$ cat src/rtl/fp16_pkg.sv
// fp16_pkg: shared constants and types for the half-precision adder.
//   EXP_W / MAN_W : exponent and mantissa field widths
//   BIAS          : exponent bias
//   QNAN / PINF   : canonical quiet NaN and +Inf encodings
//   state_t       : adder FSM states
//   operand_t     : unpacked operand (sign, exponent, 11-bit significand)
package fp16_pkg;

    localparam int EXP_W = 5;
    localparam int MAN_W = 10;
    localparam int BIAS  = 15;

    localparam logic [15:0] QNAN = 16'h7E00;
    localparam logic [15:0] PINF = 16'h7C00;

    typedef enum logic [2:0] {
        IDLE,
        ALIGN,
        ADD,
        NORM,
        ROUND
    } state_t;

    typedef struct packed {
        logic             sign;
        logic [EXP_W-1:0] exp;
        logic [MAN_W:0]   sig;
    } operand_t;

    // Subnormals are flushed: a zero exponent yields a zero significand
    // but keeps its sign, so it behaves as a signed zero downstream.
    function automatic operand_t unpack_op(input logic [15:0] v);
        operand_t o;
        o.sign = v[15];
        o.exp  = v[14:10];
        o.sig  = (v[14:10] != '0) ? {1'b1, v[9:0]} : '0;
        return o;
    endfunction

endpackage

$ cat src/rtl/fp16_lzc.sv
// fp16_lzc: combinational leading-zero counter over a 15-bit vector.
//   vec_i   : value to scan, MSB first
//   count_o : number of zeros above the first set bit (15 when all zero)
module fp16_lzc (
    input  logic [14:0] vec_i,
    output logic [3:0]  count_o
);

    // NOTE: every variable assigned in always_comb gets a default before any
    // conditional write, otherwise synthesis infers a latch.
    always_comb begin
        count_o = 4'd15;
        // Ascending scan: the highest set bit writes last and wins.
        for (int i = 0; i < 15; i++) begin
            if (vec_i[i]) count_o = 4'(14 - i);
        end
    end

endmodule

$ cat src/rtl/fp16_somador.sv
// fp16_somador: multicycle IEEE-754 half-precision adder/subtractor.
// Fixed latency: start accepted at edge T, done pulses after edge T+4.
//   clock     : rising-edge clock
//   reset     : synchronous, active-high
//   start     : request, sampled only in IDLE
//   a, b      : fp16 operands
//   busy      : high from the edge after an accepted start until done
//   done      : one-cycle pulse, resultado valid with it
//   resultado : registered rounded sum, held until the next done
//   saida_A/B : operands captured at start, held
module fp16_somador #(
    parameter int BIAS = fp16_pkg::BIAS,
    parameter int LAT  = 4
) (
    input  logic        clock,
    input  logic        reset,
    input  logic        start,
    input  logic [15:0] a,
    input  logic [15:0] b,
    output logic        busy,
    output logic        done,
    output logic [15:0] resultado,
    output logic [15:0] saida_A,
    output logic [15:0] saida_B
);

    import fp16_pkg::*;

    // The state sequence itself sets the latency; any other value is a misuse.
    generate
        if (LAT != 4) begin : g_lat_guard
            $error("fp16_somador: LAT is fixed at 4 by the state sequence");
        end
    endgenerate

    // Largest biased exponent: all-ones field marks Inf/NaN and overflow.
    localparam logic signed [6:0] EXP_MAX = 7'(2 * BIAS + 1);

    // Control and output registers
    state_t      state_q;
    logic        busy_q, done_q;
    logic [15:0] res_q, opa_q, opb_q;

    // Datapath registers, one group per stage
    logic               sign_q, sub_q, zsign_q, spec_q, zero_q;
    logic [15:0]        spec_val_q;
    logic signed [6:0]  exp_q;
    logic [13:0]        sx_q, sy_q, norm_q;
    logic [14:0]        sum_q;

    // Combinational next values
    operand_t           ua, ub, ux, uy;
    logic [4:0]         diff;
    logic [27:0]        wide;
    logic [13:0]        sy_d;
    logic               nan_a, nan_b, inf_a, inf_b, spec_d;
    logic [15:0]        spec_val_d;
    logic [14:0]        sum_d;
    logic [3:0]         lz, sh;
    logic [13:0]        norm_d;
    logic signed [6:0]  exp_norm_d, exp_r;
    logic [10:0]        mant;
    logic               rnd_up;
    logic [11:0]        m12;
    logic [9:0]         frac;
    logic [15:0]        res_d;

    fp16_lzc u_lzc (
        .vec_i   (sum_q),
        .count_o (lz)
    );

    always_comb begin
        // ALIGN: order by magnitude; ties keep A as X, which is harmless
        // because equal magnitudes give either the same sign or exact zero.
        ua = unpack_op(opa_q);
        ub = unpack_op(opb_q);
        if ({ub.exp, ub.sig} > {ua.exp, ua.sig}) begin
            ux = ub;
            uy = ua;
        end else begin
            ux = ua;
            uy = ub;
        end
        diff = ux.exp - uy.exp;
        // Field = {significand, G, R, S}; everything shifted past S folds into S.
        wide = {uy.sig, 17'd0} >> diff;
        if (diff >= 5'd14) sy_d = {13'd0, |uy.sig};
        else               sy_d = {wide[27:15], |wide[14:0]};

        inf_a = (opa_q[14:10] == EXP_MAX[4:0]) && (opa_q[9:0] == '0);
        inf_b = (opb_q[14:10] == EXP_MAX[4:0]) && (opb_q[9:0] == '0);
        nan_a = (opa_q[14:10] == EXP_MAX[4:0]) && (opa_q[9:0] != '0);
        nan_b = (opb_q[14:10] == EXP_MAX[4:0]) && (opb_q[9:0] != '0);
        spec_d     = nan_a | nan_b | inf_a | inf_b;
        spec_val_d = QNAN;
        if (nan_a || nan_b)                          spec_val_d = QNAN;
        else if (inf_a && inf_b && (ua.sign != ub.sign)) spec_val_d = QNAN;
        else if (inf_a)                              spec_val_d = opa_q;
        else if (inf_b)                              spec_val_d = opb_q;

        // ADD: X >= Y in magnitude, so the difference never goes negative.
        if (sub_q) sum_d = {1'b0, sx_q} - {1'b0, sy_q};
        else       sum_d = {1'b0, sx_q} + {1'b0, sy_q};

        // NORM: without a carry bit 14 is clear, so lz >= 1 and the leading
        // one lands on bit 13 after a shift of lz-1.
        sh = lz - 4'd1;
        if (sum_q[14]) begin
            norm_d     = {sum_q[14:2], |sum_q[1:0]};
            exp_norm_d = exp_q + 7'sd1;
        end else begin
            norm_d     = sum_q[13:0] << sh;
            exp_norm_d = exp_q - $signed({3'd0, sh});
        end

        // ROUND: nearest, ties to even.
        mant   = norm_q[13:3];
        rnd_up = norm_q[2] & (norm_q[1] | norm_q[0] | mant[0]);
        m12    = {1'b0, mant} + {11'd0, rnd_up};
        exp_r  = exp_q + $signed({6'd0, m12[11]});
        frac   = m12[11] ? m12[10:1] : m12[9:0];
        if (spec_q)                res_d = spec_val_q;
        else if (zero_q)           res_d = {zsign_q, 15'd0};
        else if (exp_r >= EXP_MAX) res_d = PINF | {sign_q, 15'd0};
        else if (exp_r <= 7'sd0)   res_d = {sign_q, 15'd0};
        else                       res_d = {sign_q, exp_r[4:0], frac};
    end

    // NOTE: state is updated with non-blocking assignments only, so every
    // register in this block samples the values from before the edge.
    always_ff @(posedge clock) begin
        if (reset) begin
            state_q <= IDLE;
            busy_q  <= 1'b0;
            done_q  <= 1'b0;
            res_q   <= '0;
            opa_q   <= '0;
            opb_q   <= '0;
        end else begin
            done_q <= 1'b0;
            case (state_q)
                IDLE: begin
                    if (start) begin
                        opa_q   <= a;
                        opb_q   <= b;
                        busy_q  <= 1'b1;
                        state_q <= ALIGN;
                    end
                end
                ALIGN:   state_q <= ADD;
                ADD:     state_q <= NORM;
                NORM:    state_q <= ROUND;
                ROUND: begin
                    res_q   <= res_d;
                    done_q  <= 1'b1;
                    busy_q  <= 1'b0;
                    state_q <= IDLE;
                end
                default: state_q <= IDLE;
            endcase
        end
    end

    // NOTE: datapath registers carry no reset: each is written in an earlier
    // state before any later state reads it, and the FSM reset alone is
    // enough to abandon a half-finished operation.
    always_ff @(posedge clock) begin
        case (state_q)
            ALIGN: begin
                sign_q     <= ux.sign;
                sub_q      <= ux.sign ^ uy.sign;
                zsign_q    <= ua.sign & ub.sign;
                exp_q      <= $signed({2'b00, ux.exp});
                sx_q       <= {ux.sig, 3'b000};
                sy_q       <= sy_d;
                spec_q     <= spec_d;
                spec_val_q <= spec_val_d;
            end
            ADD: sum_q <= sum_d;
            NORM: begin
                norm_q <= norm_d;
                exp_q  <= exp_norm_d;
                zero_q <= (sum_q == '0);
            end
            default: ;
        endcase
    end

    assign busy      = busy_q;
    assign done      = done_q;
    assign resultado = res_q;
    assign saida_A   = opa_q;
    assign saida_B   = opb_q;

endmodule
$ cat config.mk
export PLATFORM = sky130hd
export DESIGN_NAME = fp16_somador
export DESIGN_NICKNAME = d
export VERILOG_FILES = /design/src/rtl/fp16_pkg.sv /design/src/rtl/fp16_lzc.sv /design/src/rtl/fp16_somador.sv
export SDC_FILE = /design/constraint.sdc
export NUM_CORES = 1
export LEC_CHECK = 0
export ABC_AREA = 1
export CAP_MARGIN = 0
export CORE_MARGIN = 5
export CORE_UTILIZATION = 45
export DETAILED_ROUTE_END_ITERATION = 10
export GPL_ROUTABILITY_DRIVEN = 0
export PLACE_DENSITY = 0.68
export SYNTH_ARGS = -nofsm -noshare
export SYNTH_HDL_FRONTEND = slang
export SYNTH_SLANG_ARGS = --single-unit
$ cat constraint.sdc
create_clock -name clock -period 4 [get_ports clock]
set_clock_uncertainty 0.15 [all_clocks]
set_input_delay 0.4 -clock clock [delete_from_list [all_inputs] [get_ports clock]]
set_output_delay 0.4 -clock clock [all_outputs]
set_load 0.005 [all_outputs]
Yosys cells after proc, flatten, opt, wreduce, memory -nomap -nowiden --
Cells that the tools add are included.
Word-level totals: flip-flop bits (word level) 135, input bits 35, output and inout bits 50
Cells by class: add/subtract/negate cells 8, $lt $le $gt $ge 4, eq/ne operators 8, shift-type cells 2, multiplexer cells 36, bitwise operators 8, reduce and logical (&&, ||, !) cells 23
Operators with widths (count):
- 2-to-1 mux 16 bit | 4
- 2-to-1 mux 15 bit | 3
- 2-to-1 mux 17 bit | 2
- 2-to-1 mux 4 bit | 8
- right shift 28 x 5 -> 28 bit | 1
- 2-to-1 mux 11 bit | 2
- zero test 10 bit | 2
- nonzero test 10 bit | 2
- > comparator 16 bit | 1
- adder 14 x 14 -> 15 bit | 1
- zero test 15 bit | 1
- 2-to-1 mux 3 bit | 5
- OR reduction 15 bit | 1
- subtractor 14 x 14 -> 15 bit | 1
- one-hot mux 7 bit (2 select lines) | 1
- left shift 14 x 4 -> 14 bit | 1
- 2-to-1 mux 13 bit | 1
- adder 11 x 1 -> 12 bit | 1
- one-hot mux 3 bit (4 select lines) | 1
- OR reduction 11 bit | 1
- == test 5 bit, second input constant | 2
- 2-to-1 mux 10 bit | 1
- nonzero test 5 bit | 2
- adder 7 x 2 -> 7 bit | 1
- 25 further kinds | 43

Depth between registers and ports, before layout --
Gate-level depths: netlist (run 1).
depth in word-level cells 19, depth in mapped cells 33, gate-level depth less buffers 30

Hierarchy --
From an unflattened synthesis (run 1), not the netlist that was laid out.
Unflattened totals: cell total of the unflattened synthesis 1193, area, all modules 8913.5 µm²
By module, submodules not included:
- fp16_somador | times used 1, cells an instance 1152, area each 8732.1 µm²
- fp16_lzc | times used 1, cells an instance 41, area each 181.4 µm²

Worst setup path before layout (run 1) --
No wires, ideal clock.
path type register to register, start register opa_q[10], in the netlist saida_A[10], end register sy_q[0] (data pin), setup time 0.252 ns, data arrival time 3.538 ns, required time 3.598 ns, setup slack 0.060 ns, cell stages (with the launch flop) 30, period minus slack after synthesis 3.940 ns, cell sequence dfxtp_1 nor2_1 nand3_2 clkbuf_1 nand2_1 ha_1 a21oi_1 o21ai_0 a21boi_0 o21bai_1 a21oi_1 nand2_2 nand2_2 buf_6 nand2_2 o211ai_1 ha_1 inv_1 clkbuf_1 nand3_1 nand2_1 nand2_1 nand2_1 nand2_1 nor2_1 nand2_1 nand2_1 nand2_1 nand2_1 nand2_1
On the way: word-level cells in the longest chain between the ends 8, elaborated cells on any way between the ends 11
Ends and longest elaborated chain:
- start: declaration | RTL line fp16_somador.sv:42 | logic [15:0] res_q, opa_q, opb_q;
- start signal: assignment | RTL line fp16_somador.sv:138 | opa_q <= '0;
- start signal: assignment | RTL line fp16_somador.sv:145 | opa_q <= a;
- nonzero test 5 bit | RTL line fp16_pkg.sv:36 | o.sig = (v[14:10] != '0) ? {1'b1, v[9:0]} : '0;
- 2-to-1 mux 11 bit | RTL line fp16_pkg.sv:36
- > comparator 16 bit | RTL line fp16_somador.sv:78 | if ({ub.exp, ub.sig} > {ua.exp, ua.sig}) begin
- 2-to-1 mux 17 bit | RTL line fp16_somador.sv:78
- subtractor 5 bit | RTL line fp16_somador.sv:85 | diff = ux.exp - uy.exp;
- right shift 28 x 5 -> 28 bit | RTL line fp16_somador.sv:87 | wide = {uy.sig, 17'd0} >> diff;
- OR reduction 15 bit | RTL line fp16_somador.sv:89 | else sy_d = {wide[27:15], |wide[14:0]};
- 2-to-1 mux 1 bit * | RTL line fp16_somador.sv:88 | if (diff >= 5'd14) sy_d = {13'd0, |uy.sig};
- net sy_d[0] | RTL line fp16_somador.sv:55 | logic [13:0] sy_d;
- end signal: assignment | RTL line fp16_somador.sv:176 | sy_q <= sy_d;
- end: declaration | RTL line fp16_somador.sv:48 | logic [13:0] sx_q, sy_q, norm_q;
Mark *: on every way through the listed nets, which the timed path passes. The rest lies on a longest branch. A chain may end at the register's enable or synchronous reset.

Worst setup path after layout (run 1) --
start register sum_q[2], end register exp_q[6] (data pin)
On the way: word-level cells in the longest chain between the ends 17
Ends and longest elaborated chain:
- start: declaration | RTL line fp16_somador.sv:49 | logic [14:0] sum_q;
- start signal: assignment | RTL line fp16_somador.sv:180 | ADD: sum_q <= sum_d;
- 2-to-1 mux 2 bit | RTL line fp16_lzc.sv:15 | if (vec_i[i]) count_o = 4'(14 - i);
- 2-to-1 mux 3 bit (4 in a row) | RTL line fp16_lzc.sv:15
- 2-to-1 mux 4 bit (8 in a row) | RTL line fp16_lzc.sv:15
- subtractor 4 x 1 -> 4 bit | RTL line fp16_somador.sv:108 | sh = lz - 4'd1;
- subtractor 7 x 5 -> 7 bit | RTL line fp16_somador.sv:114 | exp_norm_d = exp_q - $signed({3'd0, sh});
- 2-to-1 mux 7 bit | RTL line fp16_somador.sv:109 | if (sum_q[14]) begin
- one-hot mux 7 bit (2 select lines) | RTL line fp16_somador.sv:169 | case (state_q)
- end signal: assignment | RTL line fp16_somador.sv:174 | exp_q <= $signed({2'b00, ux.exp});
- end signal: assignment | RTL line fp16_somador.sv:183 | exp_q <= exp_norm_d;
- end: declaration | RTL line fp16_somador.sv:47 | logic signed [6:0] exp_q;
Every way passes these cells.

==> summary.md, run 1 <==
| Metric | Value |
|---|---|
| Area of the die | `approximately 22000 sq um` |
| CP Launch Type | `flip-flop` |
| P&R area growth vs syn | `23.8%` |
| Root Buffer | `clkbuf_16` |
| Min-Delay Path Class | `reg2reg` |
| Global route overflow | `0` |
| RSZ-0062 raised after global routing | `true` |
| 1st-iter DRT viols | `roughly 550` |
| Start point of the critical path | `sum_q[2]$_DFFE_PP_` |
| Fin. max-slew vios | `0` |
| Port bufs | `84` |
| CTS tree | `built` |
| CP Buf/Inv Count | `6` |
| Worst path required time | `between 4 and 5 ns` |
| Wire per inst | `roughly 15 microns` |
| EDFF count, synth | `a little over 80` |
| Max FO, Critical Path | `4` |
| Critical-path top delay cell | `edfxtp_1` |
| Cell Int Power | `between 3 and 4 mW` |
| First-pass DRT Iterations | `5` |
| Vias in the first global route | `slightly below 8000` |
| HPWL Detailed | `17.3 mm` |
| CTS Buffer Depth | `2` |
| Final setup viols | `1` |
| Initial core utilization | `46.1%` |
| Min-delay src | `busy$_SDFFE_PP0P_` |
| DR vias | `approximately 8000` |
| VDD IR max | `roughly 0.35 mV` |
| Clk sinks | `135` |
| Outcome | `finished, violations left` |
| Achievable Freq | `roughly 250 MHz` |
| Reg power frac | `~34%` |
| Final cell count without fillers | `around 1500` |
| Comb pwr share | `37.3%` |
| Commonest cells after routing, fill and taps aside | `nand2_1, inv_1, o21ai_0` |
| Critical path's top delay family | `compound AO/OA/AOI/OAI gates` |
| Largest net degree at the start of global routing | `66` |
| Nets | `between 1000 and 1500` |
| Distinct cells, synth | `between 40 and 50` |
| Min cycle time layout | `4.01 ns` |
| Clock latency on the worst-skew pair | `between 0.4 and 0.5 ns` |
| DRC viols | `0` |
| Avg Inst Size Synth | `between 7 and 8 sq um` |
| #FFs+latches synth | `135` |
| Area of the mapped netlist | `between 8000 and 9000 sq um` |
| Worst r2r src | `sum_q[2]$_DFFE_PP_` |
| Sequential cell area | `about 3500 sq um` |
| Worst Max-Slew Pin Slew | `around 0.73 ns` |
| Switching Share | `between 30 and 40%` |
| Leakage power | `about 4.6 nW` |
| Most common cell after layout, fill and taps aside | `nand2_1` |
| Die W | `149 microns` |
| Placed cells | `1490` |
| Setup crit end kind | `flip-flop` |
| Slowest stage delay, CP | `roughly 0.41 ns` |
| Core Box Area | `roughly 19000 sq um` |
| P_sw | `around 1.9 mW` |
| Final worst slack | `-0.00716 ns` |
| Layout cells sized above 1 | `9.61%` |
| Final Cycle Share | `100%` |
| Vias per cell | `5.23` |
| Ys flop type | `edfxtp_1` |
| Classification of the worst setup path | `reg2reg` |
| Max Cap Violations | `0` |
| Seq/Total Area, Yosys | `~40%` |
| Asr flop ratio synth | `0%` |
| Number of fillers in the final layout | `between 1500 and 2000` |
| Clock power share | `between 20 and 30%` |
| Gate Count Post-Synth | `roughly 1100` |
| Drt total wl | `between 20 and 25 mm` |
| Failing checks | `negative setup slack` |
| Post-Place Cell Area | `9990 sq um` |
| Yosys warning count | `0` |
| Design area | `roughly 11000 sq um` |
| Crit path DAT | `4.14 ns` |
| Max transition margin | `around half` |
| Total GRT Usage | `roughly a fifth` |
| Initial antenna violation count | `0` |
| Clock slew at reported path FFs | `0.06 ns` |
| N_diodes | `0` |
| Pwr Density | `about 480 nW/um^2` |
| Cell Rows | `50` |
| Final Hold Fails | `0` |
| CTS H-Tree Depth | `4` |
| I/O pins | `85` |
| Die span in y | `about 150 microns` |
| Most frequent CP cell | `inv_1` |
| ANT nets after route | `0` |
| CTS Buf Count | `17` |
| First-pass GRT wire length | `approximately 37 mm` |
| Area of the multi-input gates | `between 4000 and 5000 sq um` |
per-layer routing:
layer	global-route usage, %	vias up	wire [microns]
met4	10.8	0	1040
met5	0	-	0
met1	22.7	3640	9190
met3	4.10	61	871
met2	37.3	221	11500
li1	-	4071	-
repair_timing:
action	CTS	global route
endpoints found under the setup margin	3	18
resized for setup	4	35
pin swaps	0	21
setup buffers	0	7
hold buffers	0	0
hold endpoints to repair	0	0
area by class of cell:
type / instances / share of cell area [%]
clock buffers: 21 / 4.30
clock inverters: 11 / 0.792
inverters: 152 / 5.38
multi-input cells: 822 / 42.6
flip-flops and latches: 135 / 32.8
well taps: 260 / 3.03
repair buffers: 128 / 11.1
stage by stage:
step / hold slack [ns] / worst slack (ns) / TNS, ns / util [%] / power (mW)
after floorplan: 0.294 / 0.0601 / 0 / - / 3.04
final: 0.321 / -0.00716 / -0.00716 / 57.0 / 5.14
after global placement: 0.304 / 0.140 / 0 / 53.1 / 3.52
after CTS: 0.322 / 0.0104 / 0 / 56.0 / 5.02
after detailed placement: 0.316 / 0.0311 / 0 / 53.1 / 3.54
after global routing: 0.347 / -0.276 / -1.10 / 57.0 / 5.47
logic make-up (layout without fill, tap and decap cells):
group | Yosys count | count (layout) | share of synthesized area (%)
other cells | 2 | 14 | 0.0866
flops | 135 | 135 | 40.6
buf+inv | 194 | 312 | 8.80
simple gates | 439 | 439 | 21.6
xor+xnor | 26 | 26 | 2.71
fa+ha+maj | 54 | 54 | 7.96
mux | 2 | 2 | 0.231
compound gates | 287 | 287 | 18.0
power groups by stage:
stage / Combinational, mW / Clock (mW) / Sequential [mW]
after CTS: 1.79 / 1.50 / 1.74
after global routing: 2.15 / 1.56 / 1.75
after floorplan: 1.30 / 0 / 1.75
after detailed placement: 1.77 / 0 / 1.77
after global placement: 1.76 / 0 / 1.76
final: 1.91 / 1.48 / 1.74
worst min-delay path, cell delays in order (launching register included):
cell	delay, ns
dfxtp_1	0.31
nand2_1	0.06
a21oi_1	0.05
synth_stat cells (4+ instances only):
library cell  number  share of area [%]
edfxtp_1          82                 28
inv_1            145                6.3
o21a_1             4               0.35
xor2_1            21                2.1
ha_1              52                7.5
nand4_1            8               0.58
o211ai_1           4               0.35
o21ai_0          126                7.3
xnor2_1            4               0.40
clkbuf_1          35                1.5
dfxtp_1           53                 12
nor4_1             7               0.50
nor3_1            12               0.69
nand2_1          229                9.9
a31oi_1            6               0.43
a21oi_1          107                6.2
o31ai_1            5               0.43
inv_2              4               0.17
nand3_1           78                4.5
o22ai_1           11               0.79
o21bai_1           6               0.52
nor2_1            84                3.6
nand2_2           10               0.72
flip-flops by register name, indices dropped and copies added (netlist names):
register / count
saida_A: 16
busy: 1
spec_val_q: 16
resultado: 16
sign_q: 1
state_q: 3
sx_q: 11
zsign_q: 1
sub_q: 1
done: 1
sum_q: 15
zero_q: 1
norm_q: 14
sy_q: 14
exp_q: 7
spec_q: 1
saida_B: 16
path summary, 6_finish.rpt:
check,slack (ns),cells after the start,endpoint
max,-0.007,29,exp_q[6]$_SDFFCE_PN0P_
min,0.32,2,busy$_SDFFE_PP0P_
max reg2reg,-0.007,29,exp_q[6]$_SDFFCE_PN0P_
min reg2reg,0.32,2,busy$_SDFFE_PP0P_
Power figures use the tool's default switching activity.
==> run 2, diff against run 1 <==
--- a/config.mk
+++ b/config.mk
@@ -11,7 +11,7 @@
 export CORE_UTILIZATION = 45
 export DETAILED_ROUTE_END_ITERATION = 10
 export GPL_ROUTABILITY_DRIVEN = 0
-export PLACE_DENSITY = 0.68
+export PLACE_DENSITY = 0.65
 export SYNTH_ARGS = -nofsm -noshare
 export SYNTH_HDL_FRONTEND = slang
 export SYNTH_SLANG_ARGS = --single-unit
==> constraint.sdc (replaced) <==
create_clock -name clock -period 3.7 [get_ports clock]
set_clock_uncertainty 0.15 [all_clocks]
set_input_delay 0.37 -clock clock [delete_from_list [all_inputs] [get_ports clock]]
set_output_delay 0.37 -clock clock [all_outputs]
set_load 0.005 [all_outputs]
==> run 2 against run 1 <==
Against the previous run:
- the flow still finishes with violations (negative setup slack)
- register-to-register slack worse by 0.04 ns
- flip-flop and latch count is the same
- critical path depth fell by 5
- worst setup slack got worse by 0.043 ns
- die area stayed put
- wire length grew 2.6%
- power is 19% higher
- clock-buffer cell count shrank 4
- largest power group unchanged
==> summary.md, run 2 (synthesis results as in run 1) <==
| Metric | Value |
|---|---|
| Place WS | `-0.102 ns` |
| P&R area growth vs syn | `32.4%` |
| Post-Place Cell Area | `between 10000 and 15000 sq um` |
| HPWL Detailed | `17.5 mm` |
| Leakage power | `just under 5 nW` |
| Fin Setup TNS | `-0.118 ns` |
| Final Cycle Share | `101%` |
| Max FO, Critical Path | `5` |
| Final setup viols | `5` |
| First-pass DRT Iterations | `7` |
| Clock latency on the worst-skew pair | `about 0.43 ns` |
| Die span in y | `~150 microns` |
| Worst Max-Slew Pin Slew | `between 0.8 and 0.9 ns` |
| I/O pins | `85` |
| Clk sinks | `135` |
| Classification of the worst setup path | `reg2reg` |
| Failing checks | `negative setup slack` |
| DR vias | `~8300` |
| Max Cap Violations | `0` |
| Wire per inst | `roughly 15 microns` |
| Number of fillers in the final layout | `roughly 1600` |
| Die W | `149 microns` |
| Crit path DAT | `3.79 ns` |
| Largest net degree at the start of global routing | `between 50 and 60` |
| Cell Rows | `50` |
| Vias in the first global route | `roughly 7900` |
| Initial antenna violation count | `0` |
| CTS Buf Count | `17` |
| CTS H-Tree Depth | `4` |
| Fin. max-slew vios | `0` |
| Commonest cells after routing, fill and taps aside | `nand2_1, inv_1, o21ai_0` |
| N_diodes | `0` |
| DRC viols | `0` |
| CTS tree | `built` |
| Setup crit end kind | `flip-flop` |
| Most common cell after layout, fill and taps aside | `nand2_1` |
| Design area | `approximately 11000 sq um` |
| 1st-iter DRT viols | `between 500 and 600` |
| Worst path required time | `3.74 ns` |
| Min-Delay Path Class | `reg2reg` |
| CTS Buffer Depth | `2` |
| First-pass GRT wire length | `37.2 mm` |
| Vias per cell | `between 5 and 6` |
| Max transition margin | `45.9%` |
| Initial core utilization | `~46%` |
| Root Buffer | `clkbuf_16` |
| Layout cells sized above 1 | `between 15 and 20%` |
| Final worst slack | `-0.0503 ns` |
| CP Launch Type | `flip-flop` |
| Core Box Area | `between 15000 and 20000 sq um` |
| VDD IR max | `between 0.3 and 0.4 mV` |
| Area of the die | `roughly 22000 sq um` |
| Port bufs | `84` |
| Pwr Density | `533 nW/um^2` |
| Drt total wl | `about 23 mm` |
| Final Hold Fails | `0` |
| ANT nets after route | `0` |
| Outcome | `finished, violations left` |
| Achievable Freq | `267 MHz` |
| Nets | `between 1000 and 1500` |
| Total GRT Usage | `about a fifth` |
| Min cycle time layout | `approximately 3.8 ns` |
| Clock slew at reported path FFs | `approximately 0.070 ns` |
| RSZ-0062 raised after global routing | `true` |
| Finished Core Util | `between 60% and 70%` |
| Global route overflow | `0` |
## run 2: repair_timing
| item | in CTS | in global routing |
|---|---|---|
| gates cloned | 0 | 0 |
| pin swaps | 4 | 26 |
| setup endpoints to repair | 7 | 25 |
| gates resized for setup | 7 | 90 |
| buffers inserted | 1 | 17 |
| hold buffers | 0 | 0 |
## run 2: through the flow
| step | std cells | hold slack (ns) | power [mW] |
|---|---|---|---|
| 6_report | 1589 | 0.324 | 6.12 |
| 5_1_grt | 1589 | 0.344 | 6.50 |
| 4_1_cts | 1573 | 0.321 | 5.83 |
| 3_5_place_dp | 1540 | 0.313 | 4.02 |
| 3_3_place_gp | 1540 | 0.301 | 4.00 |
| 2_1_floorplan | 1151 | 0.289 | 3.32 |
## run 2: per-layer routing
metal / vias up / global-route usage [%] / share of wire [%]
met4: 0 / 7.96 / 2.9
met5: - / 0 / 0
met2: 194 / 38.6 / 52
met1: 3855 / 23.5 / 41
met3: 53 / 3.89 / 3.8
li1: 4195 / - / -
## run 2: final cells by class
type,instances,area (sq um),share of cell area [%]
clock buffers,17,425,3.70
clock inverters,15,204,1.78
inverters,152,591,5.14
multi-input cells,822,4740,41.2
flip-flops and latches,135,3520,30.7
well taps,260,325,2.83
repair buffers,188,1680,14.6
## run 2: final timing paths
check                            from                end  slack (ns)  cells past startpoint
max reg2reg  saida_B[12]$_SDFFE_PP0P_  sy_q[0]$_DFFE_PP_       -0.05                     24
max          saida_B[12]$_SDFFE_PP0P_  sy_q[0]$_DFFE_PP_       -0.05                     24
min reg2reg         busy$_SDFFE_PP0P_  busy$_SDFFE_PP0P_        0.32                      2
min                 busy$_SDFFE_PP0P_  busy$_SDFFE_PP0P_        0.32                      2
## run 2: power breakdown
part           total (mW)  internal, mW  switching [mW]  leakage (nW)
combinational        2.47          1.03            1.44          3.46
clock                1.78         0.982           0.795         0.303
sequential           1.88          1.78          0.0943          1.20
## run 2: critical path: stages, from the launching register on
cell	delay, ns
dfxtp_2	0.32
nor2_2	0.11
nand3_2	0.13
nand2_1	0.14
inv_1	0.07
ha_1	0.29
a21oi_1	0.07
o21ai_0	0.18
a21boi_1	0.09
o21bai_1	0.18
a21oi_2	0.08
nand2_2	0.10
nand2_2	0.08
nand2_2	0.09
o211ai_1	0.12
ha_2	0.20
inv_2	0.07
nand2_2	0.06
nand2_2	0.10
nand2_2	0.06
a21o_1	0.21
xnor2_4	0.34
o21ai_4	0.15
nand2_1	0.09
nand2_1	0.05
